$ cat src/rtl/rep_serial_tx_if.sv
// rtl/rep_serial_tx_if.sv - word-in / serial-out signal bundle for rep_serial_tx
// master = word producer and serial sink side, slave = the transmitter itself
interface rep_serial_tx_if #(
   parameter int NBITS = 8
) ();
   logic             in_val;
   logic             in_rdy;
   logic [NBITS-1:0] in_data;
   logic             tx_val;
   logic             tx_bit;
   logic             tx_first;

   modport master (
      output in_val,
      output in_data,
      input  in_rdy,
      input  tx_val,
      input  tx_bit,
      input  tx_first
   );

   modport slave (
      input  in_val,
      input  in_data,
      output in_rdy,
      output tx_val,
      output tx_bit,
      output tx_first
   );
endinterface

$ cat src/rtl/rep_serial_tx.sv
// rtl/rep_serial_tx.sv - LSB-first serializer sending each bit REPS times for a majority-vote receiver
// Optional trailing even-parity bit under macro REP_SERIAL_TX_PARITY_EN
module rep_serial_tx #(
   parameter int NBITS = 8,
   parameter int REPS  = 3
) (
   input  logic          clk,
   input  logic          reset,
   rep_serial_tx_if.slave bus
);

`ifdef REP_SERIAL_TX_PARITY_EN
   localparam int NSYM = NBITS + 1;
`else
   localparam int NSYM = NBITS;
`endif
   localparam int BW = (NSYM > 1) ? $clog2(NSYM) : 1;
   localparam int CW = (REPS > 1) ? $clog2(REPS) : 1;
   localparam logic [BW-1:0] LAST_BIT  = BW'(NSYM - 1);
   localparam logic [CW-1:0] LAST_COPY = CW'(REPS - 1);

   typedef enum logic {IDLE, SEND} state_t;

   state_t            state, state_nxt;
   logic [NSYM-1:0]   shreg, shreg_nxt;
   logic [BW-1:0]     bit_cnt, bit_nxt;
   logic [CW-1:0]     copy_cnt, copy_nxt;
   logic [NSYM-1:0]   load_word;
   logic              last_sym;
   logic              rdy;
   logic              xfer;

`ifdef REP_SERIAL_TX_PARITY_EN
   assign load_word = {^bus.in_data, bus.in_data};
`else
   assign load_word = bus.in_data;
`endif

   // Ready depends only on registered state (and reset), never on in_val.
   assign last_sym = (state == SEND) && (bit_cnt == LAST_BIT) && (copy_cnt == LAST_COPY);
   assign rdy      = reset && ((state == IDLE) || last_sym);
   assign xfer     = bus.in_val && rdy;

   assign bus.in_rdy   = rdy;
   assign bus.tx_val   = reset && (state == SEND);
   assign bus.tx_bit   = reset && (state == SEND) && shreg[0];
   assign bus.tx_first = reset && (state == SEND) && (bit_cnt == '0) && (copy_cnt == '0);

   always_comb begin
      state_nxt = state;
      shreg_nxt = shreg;
      bit_nxt   = bit_cnt;
      copy_nxt  = copy_cnt;
      if (xfer) begin
         state_nxt = SEND;
         shreg_nxt = load_word;
         bit_nxt   = '0;
         copy_nxt  = '0;
      end else if (state == SEND) begin
         if (copy_cnt == LAST_COPY) begin
            copy_nxt  = '0;
            shreg_nxt = shreg >> 1;
            if (last_sym) begin
               state_nxt = IDLE;
               bit_nxt   = '0;
            end else begin
               bit_nxt = bit_cnt + 1'b1;
            end
         end else begin
            copy_nxt = copy_cnt + 1'b1;
         end
      end
   end

   always_ff @(posedge clk) begin
      if (!reset) begin
         state    <= IDLE;
         shreg    <= '0;
         bit_cnt  <= '0;
         copy_cnt <= '0;
      end else begin
         state    <= state_nxt;
         shreg    <= shreg_nxt;
         bit_cnt  <= bit_nxt;
         copy_cnt <= copy_nxt;
      end
   end

endmodule

$ cat src/flat_wrapper.sv
// flat-port wrapper written by rule: the top's interface ports become plain ports
module rep_serial_tx_flat 
#(
   parameter int NBITS = 8,
   parameter int REPS  = 3
)
  (clk, reset, bus_in_val, bus_in_data, bus_in_rdy, bus_tx_val, bus_tx_bit, bus_tx_first);
  rep_serial_tx_if #(.NBITS(NBITS)) bus_i ();
  input  logic clk;
  input  logic reset;
  input wire logic [$bits(bus_i.in_val)-1:0] bus_in_val;
  input wire logic [$bits(bus_i.in_data)-1:0] bus_in_data;
  output wire logic [$bits(bus_i.in_rdy)-1:0] bus_in_rdy;
  output wire logic [$bits(bus_i.tx_val)-1:0] bus_tx_val;
  output wire logic [$bits(bus_i.tx_bit)-1:0] bus_tx_bit;
  output wire logic [$bits(bus_i.tx_first)-1:0] bus_tx_first;
  assign bus_i.in_val = bus_in_val;
  assign bus_i.in_data = bus_in_data;
  assign bus_in_rdy = bus_i.in_rdy;
  assign bus_tx_val = bus_i.tx_val;
  assign bus_tx_bit = bus_i.tx_bit;
  assign bus_tx_first = bus_i.tx_first;
  rep_serial_tx #(.NBITS(NBITS), .REPS(REPS)) u_core (.clk(clk), .reset(reset), .bus(bus_i));
endmodule
$ cat config.mk
export PLATFORM = sky130hd
export DESIGN_NAME = rep_serial_tx_flat
export DESIGN_NICKNAME = d
export VERILOG_FILES = /design/src/rtl/rep_serial_tx_if.sv /design/src/rtl/rep_serial_tx.sv /design/src/flat_wrapper.sv
export SDC_FILE = /design/constraint.sdc
export NUM_CORES = 1
export LEC_CHECK = 0
export CAP_MARGIN = 20
export CORE_MARGIN = 2
export CORE_UTILIZATION = 40
export DETAILED_ROUTE_END_ITERATION = 10
export GPL_TIMING_DRIVEN = 0
export PLACE_DENSITY = 0.67
export SLEW_MARGIN = 20
export SYNTH_ARGS = -nofsm -noshare
export SYNTH_HDL_FRONTEND = slang
export SYNTH_SLANG_ARGS = --single-unit
export TNS_END_PERCENT = 50
$ cat constraint.sdc
create_clock -name clk -period 1.35 [get_ports clk]
set_input_delay 0.3375 -clock clk [delete_from_list [all_inputs] [get_ports clk]]
set_output_delay 0.3375 -clock clk [all_outputs]
set_load 0.05 [all_outputs]
**Word-level counts from Yosys, hierarchy flattened**

Cells that the tools add are included.

- Register bits after elaboration: 14
- Bits of input ports: 11
- Output and inout port bits: 4
- Word-level logic and storage cells: 35

- $add $sub $neg: 2
- Reduce and logical (&&, ||, !) cells: 16
- Bitwise operators: 2
- Multiplexer cells: 9
- Eq/ne operators: 2

Operator list:

| kind | count |
|---|---|
| 8-bit 2-to-1 mux | 3 |
| 1-bit logical AND | 8 |
| 1-bit 2-to-1 mux | 4 |
| 2-bit AND reduction | 2 |
| 2-bit nonzero test | 2 |
| 3-bit by 1-bit adder with 3-bit output, second input constant | 1 |
| 3-bit equality test, second input constant | 1 |
| 3-bit zero test | 1 |
| 3-bit 2-to-1 mux | 1 |
| 2-bit by 1-bit adder with 2-bit output, second input constant | 1 |
| 2-bit equality test, second input constant | 1 |
| 2-bit zero test | 1 |
| 2-bit 2-to-1 mux | 1 |
| 1-bit NOT | 2 |
| 2-bit OR reduction | 1 |
| 1-bit logical OR | 1 |

**Longest topological paths before layout**

- Depth after elaboration: 8
- Depth in mapped cells: 6

**Worst setup path before layout**

No wires, ideal clock.

- Path type: reg-to-output
- Start point: register u_core.bit_cnt[0]
- End point: output bus_in_rdy
- Stages on the path, launching flop included: 5
- Data required time: 1013 ps
- Path slack: -549 ps
- Path buffers: 0
- Arrival time: 1561 ps
- Cell sequence: dfxtp_1 > ha_1 > ha_1 > nand3b_1 > a21oi_1

- Word-level cells in the longest chain between the ends: 5

RTL lines:

| item | RTL line | text |
|---|---|---|
| start: declaration | rep_serial_tx.sv:26 | `logic [BW-1:0] bit_cnt, bit_nxt;` |
| start signal: assignment | rep_serial_tx.sv:84 | `bit_cnt <= bit_nxt;` |
| 3-bit equality test | rep_serial_tx.sv:40 | `assign last_sym = (state == SEND) && (bit_cnt == LAST_BIT) && (copy_cnt == LAST_COPY);` |
| 1-bit logical AND (2 in a row) | rep_serial_tx.sv:40 |  |
| 1-bit logical OR | rep_serial_tx.sv:41 | `assign rdy = reset && ((state == IDLE) \|\| last_sym);` |
| 1-bit logical AND | rep_serial_tx.sv:41 |  |
| end: declaration | flat_wrapper.sv:13 | `output wire logic [$bits(bus_i.in_rdy)-1:0] bus_in_rdy;` |

No other way between the ends.

**Worst setup path after layout**

Ends and elaborated chain as after synthesis.

==> results.yml <==
worst_setup_path:
  start_kind: "register"
  r2r_slack_ns: -0.31
  reg2reg_to: "u_core.shreg[7]"
  cp_max_fo: 2
  cp.arrival_ns: 1.38
  r2r-start: "u_core.bit_cnt[0]"
  r2r_cells: 7
  end_kind: "primary output"
  required_ns: 1.01
  criticalPathCategory: "register to primary output"
logic_synthesis:
  ys_types: 28
  synth-simple-area-share: 0.193
  synth_top_family_by_area: "compound AO/OA/AOI/OAI gates"
  netlist_instances: 77
  synthMuxAreaShare: 0.0892
  ys_seq_area_frac: 0.357
  synth_edf_count: 0
  yosys.area.top_type: "dfxtp_1"
  synth_top_flop_cell: "dfxtp_1"
  synth-compound-area-share: 0.258
  syn_avg_cell_area_sq_um: 10.2
  syn-num-nets: 91
  synth_top_area_share: 0.357
  yosys.area_share.xor_xnor: 0
  yosysWarnings: 0
  netlist_area_sq_um: 786
  synth_adder_area_share: 0.0478
  synthArstFlopShare: 0
  synth.area.top_cells: "dfxtp_1 36%, mux2i_1 8.9%, o21ba_1 7.6%"
  ys_seq_elements: 14
hold_path:
  whs_endpoint: "u_core.shreg[7]"
  hold_path_depth: 2
  hold_start: "reset"
  hp-class: "input port to register"
power:
  intPower_uw: 713
  switching_power_uw: 253
  power_uw: 966
  seqPwrFrac: 0.467
  comb_power_share: 0.217
  vdd_drop_max_uv: 558
  swShare: 0.262
  leakagePower_nw: 0.530
  clock_power_share: 0.317
  power_density_nw_per_um2: 806
run_status:
  violations: "setup timing"
  outcome: "finished, violations left"
placed_design:
  dp_hpwl_um: 1160
  io_buffers: 14
  place_congestion: 0.770
  dp.cells: 118
routing:
  detail-route-antenna-nets: 0
  drt-total-wl_um: 1770
  num_vias: 658
  drc: 0
  drt_iter0_drc: 9
  dr.pass1.iters: 4
  routed_via_density: 5.10
  wire_per_inst_um: 13.7
sta:
  setup_violations: 14
  min_period_over_period: 1.27
  tightest_slew_ns: 0.273
  slew_viol_final: 0
  fin_crit_ns: 1.72
  max_freq_mhz: 582
  setup_slack_ns: -0.367
  finalHoldViolCount: 0
  slew_headroom: 0.818
  skew_ns: 0.00550
  rsz0062_at_grt: "yes"
die:
  coreArea_sq_um: 1900
  die_w_um: 48.3
  fp.dieArea_sq_um: 2330
  pin_count: 15
  initial_core_util: 0.413
  num_rows: 16
  die_y_um: 48.3
clock_network:
  cts-root-buf: "clkbuf_4"
  tritoncts: "built"
  clkTransAtPathRegs_ns: 0.09
  clockBufferDepth: 2
  h-tree-depth: 1
  ctsHoldBuffers: 0
  cts.sinks: 14
  insertion_delay_ns: 0.28
  cts_buffers: 3
finish:
  fin_util: 0.630
  drive_above_1_share: 0.471
  final_cells: 129
  antenna_cells: 0
  finalNetCount: 117
  area_growth_pct: 52.5
global_routing:
  grt_pass1_vias: 670
  overflow: 0
  grt_pass1_wl_um: 3000
  antenna_found_initial: 0
  use_met3: 0.0278
  met1_usage: 0.199
  grt_util_all_layers: 0.164
  groute.layer.met2.usage: 0.285
  grt_max_degree: 11
  grt-busiest-layer: "met2"
job:
  max-cap-violations: 0
[critical path, stage by stage (launching register included)]
cell and delay [ns]:
dfxtp_4 0.37, ha_4 0.14, ha_4 0.12, nand3b_1 0.14, a21oi_4 0.16, buf_6 0.17
[worst max path at each step]
stage                     slack (ns)               from  depth (start not counted)    endpoint
after floorplan                -0.06  u_core.bit_cnt[1]                          4  bus_in_rdy
after global placement         -1.30              reset                          5  bus_in_rdy
after detailed placement       -1.31              reset                          5  bus_in_rdy
after CTS                      -0.41  u_core.bit_cnt[0]                          5  bus_in_rdy
after global routing           -0.43  u_core.bit_cnt[0]                          5  bus_in_rdy
final                          -0.37  u_core.bit_cnt[0]                          5  bus_in_rdy
[Yosys cell counts, drive strengths merged, types with 2 or more instances]
library cell   n
a211oi        10
a21oi          3
and4b          2
buf            4
dfxtp         14
ha             3
inv            3
mux2i          7
nand2          4
nand3b         3
nor2           5
o21a           2
o21ba          7
or3b           2
[kinds of logic (layout without fill, tap and decap cells)]
logic type	count (synthesis)	count (layout)
AOI/OAI and AO/OA	23	23
adders and majority gates	3	3
buffers and inverters	8	33
DFF	14	14
muxes	7	7
and+or+nand+nor	22	22
[flip-flops by register name, summed over array words and instances, names as in the netlist]
register / flops
u_core.shreg: 8
u_core.bit_cnt: 3
u_core.copy_cnt: 2
u_core.state: 1
[repair_timing]
item | CTS | global route
pin swaps | 9 | 7
gates cloned | 1 | 0
resized for setup | 47 | 4
setup endpoints to repair | 18 | 15
buffers inserted | 5 | 1
[through the flow]
stage               setup slack (ns)  TNS [ns]  area (sq um)  hold WS (ns)
floorplan                    -0.0650    -0.382           850         0.455
global placement               -1.30     -9.06          1020         0.489
detailed placement             -1.31     -9.08          1020         0.495
CTS                           -0.405     -3.80          1180         0.493
global route                  -0.429     -4.87          1200         0.520
finish                        -0.367     -4.08          1200         0.515
[power groups by stage]
| stage | Combinational (mW) | Sequential (mW) | Clock, mW |
|---|---|---|---|
| floorplan | 0.117 | 0.457 | 0 |
| global placement | 0.170 | 0.460 | 0 |
| detailed placement | 0.173 | 0.461 | 0 |
| CTS | 0.205 | 0.450 | 0.313 |
| global route | 0.224 | 0.453 | 0.327 |
| finish | 0.209 | 0.451 | 0.306 |
[placed cells by master, fill, tap and decap left out, drive strengths merged]
master         Yosys  layout
and3               1       1
or2                1       1
ha                 3       3
and3b              1       1
o21ba              7       7
dfxtp             14      14
and2               1       1
mux2i              7       7
inv                3       3
or3                1       1
o21a               2       2
or3b               2       2
nand3b             3       3
nor2               5       5
clkbuf             1       5
dlygate4sd2        0       1
a211oi            10      10
clkdlybuf4s50      0       9
a22oi              1       1
nand2              4       4
a21oi              3       3
and4b              2       2
nor2b              1       1
buf                4      15
[routing by layer]
metal  vias up  wire (um)
met1       314        792
met3         2         31
met5         -          0
met4         0         15
met2         7        934
li1        335          -
[cell type report]
class	instances	area, sq um
sequential	14	287
timing repair buffer	21	215
inverter	3	11.3
buffer	5	48.8
fill	159	703
multi-input combinational	55	567
tap	27	33.8
clock buffer	4	36.3
Power figures use the tool's default switching activity.
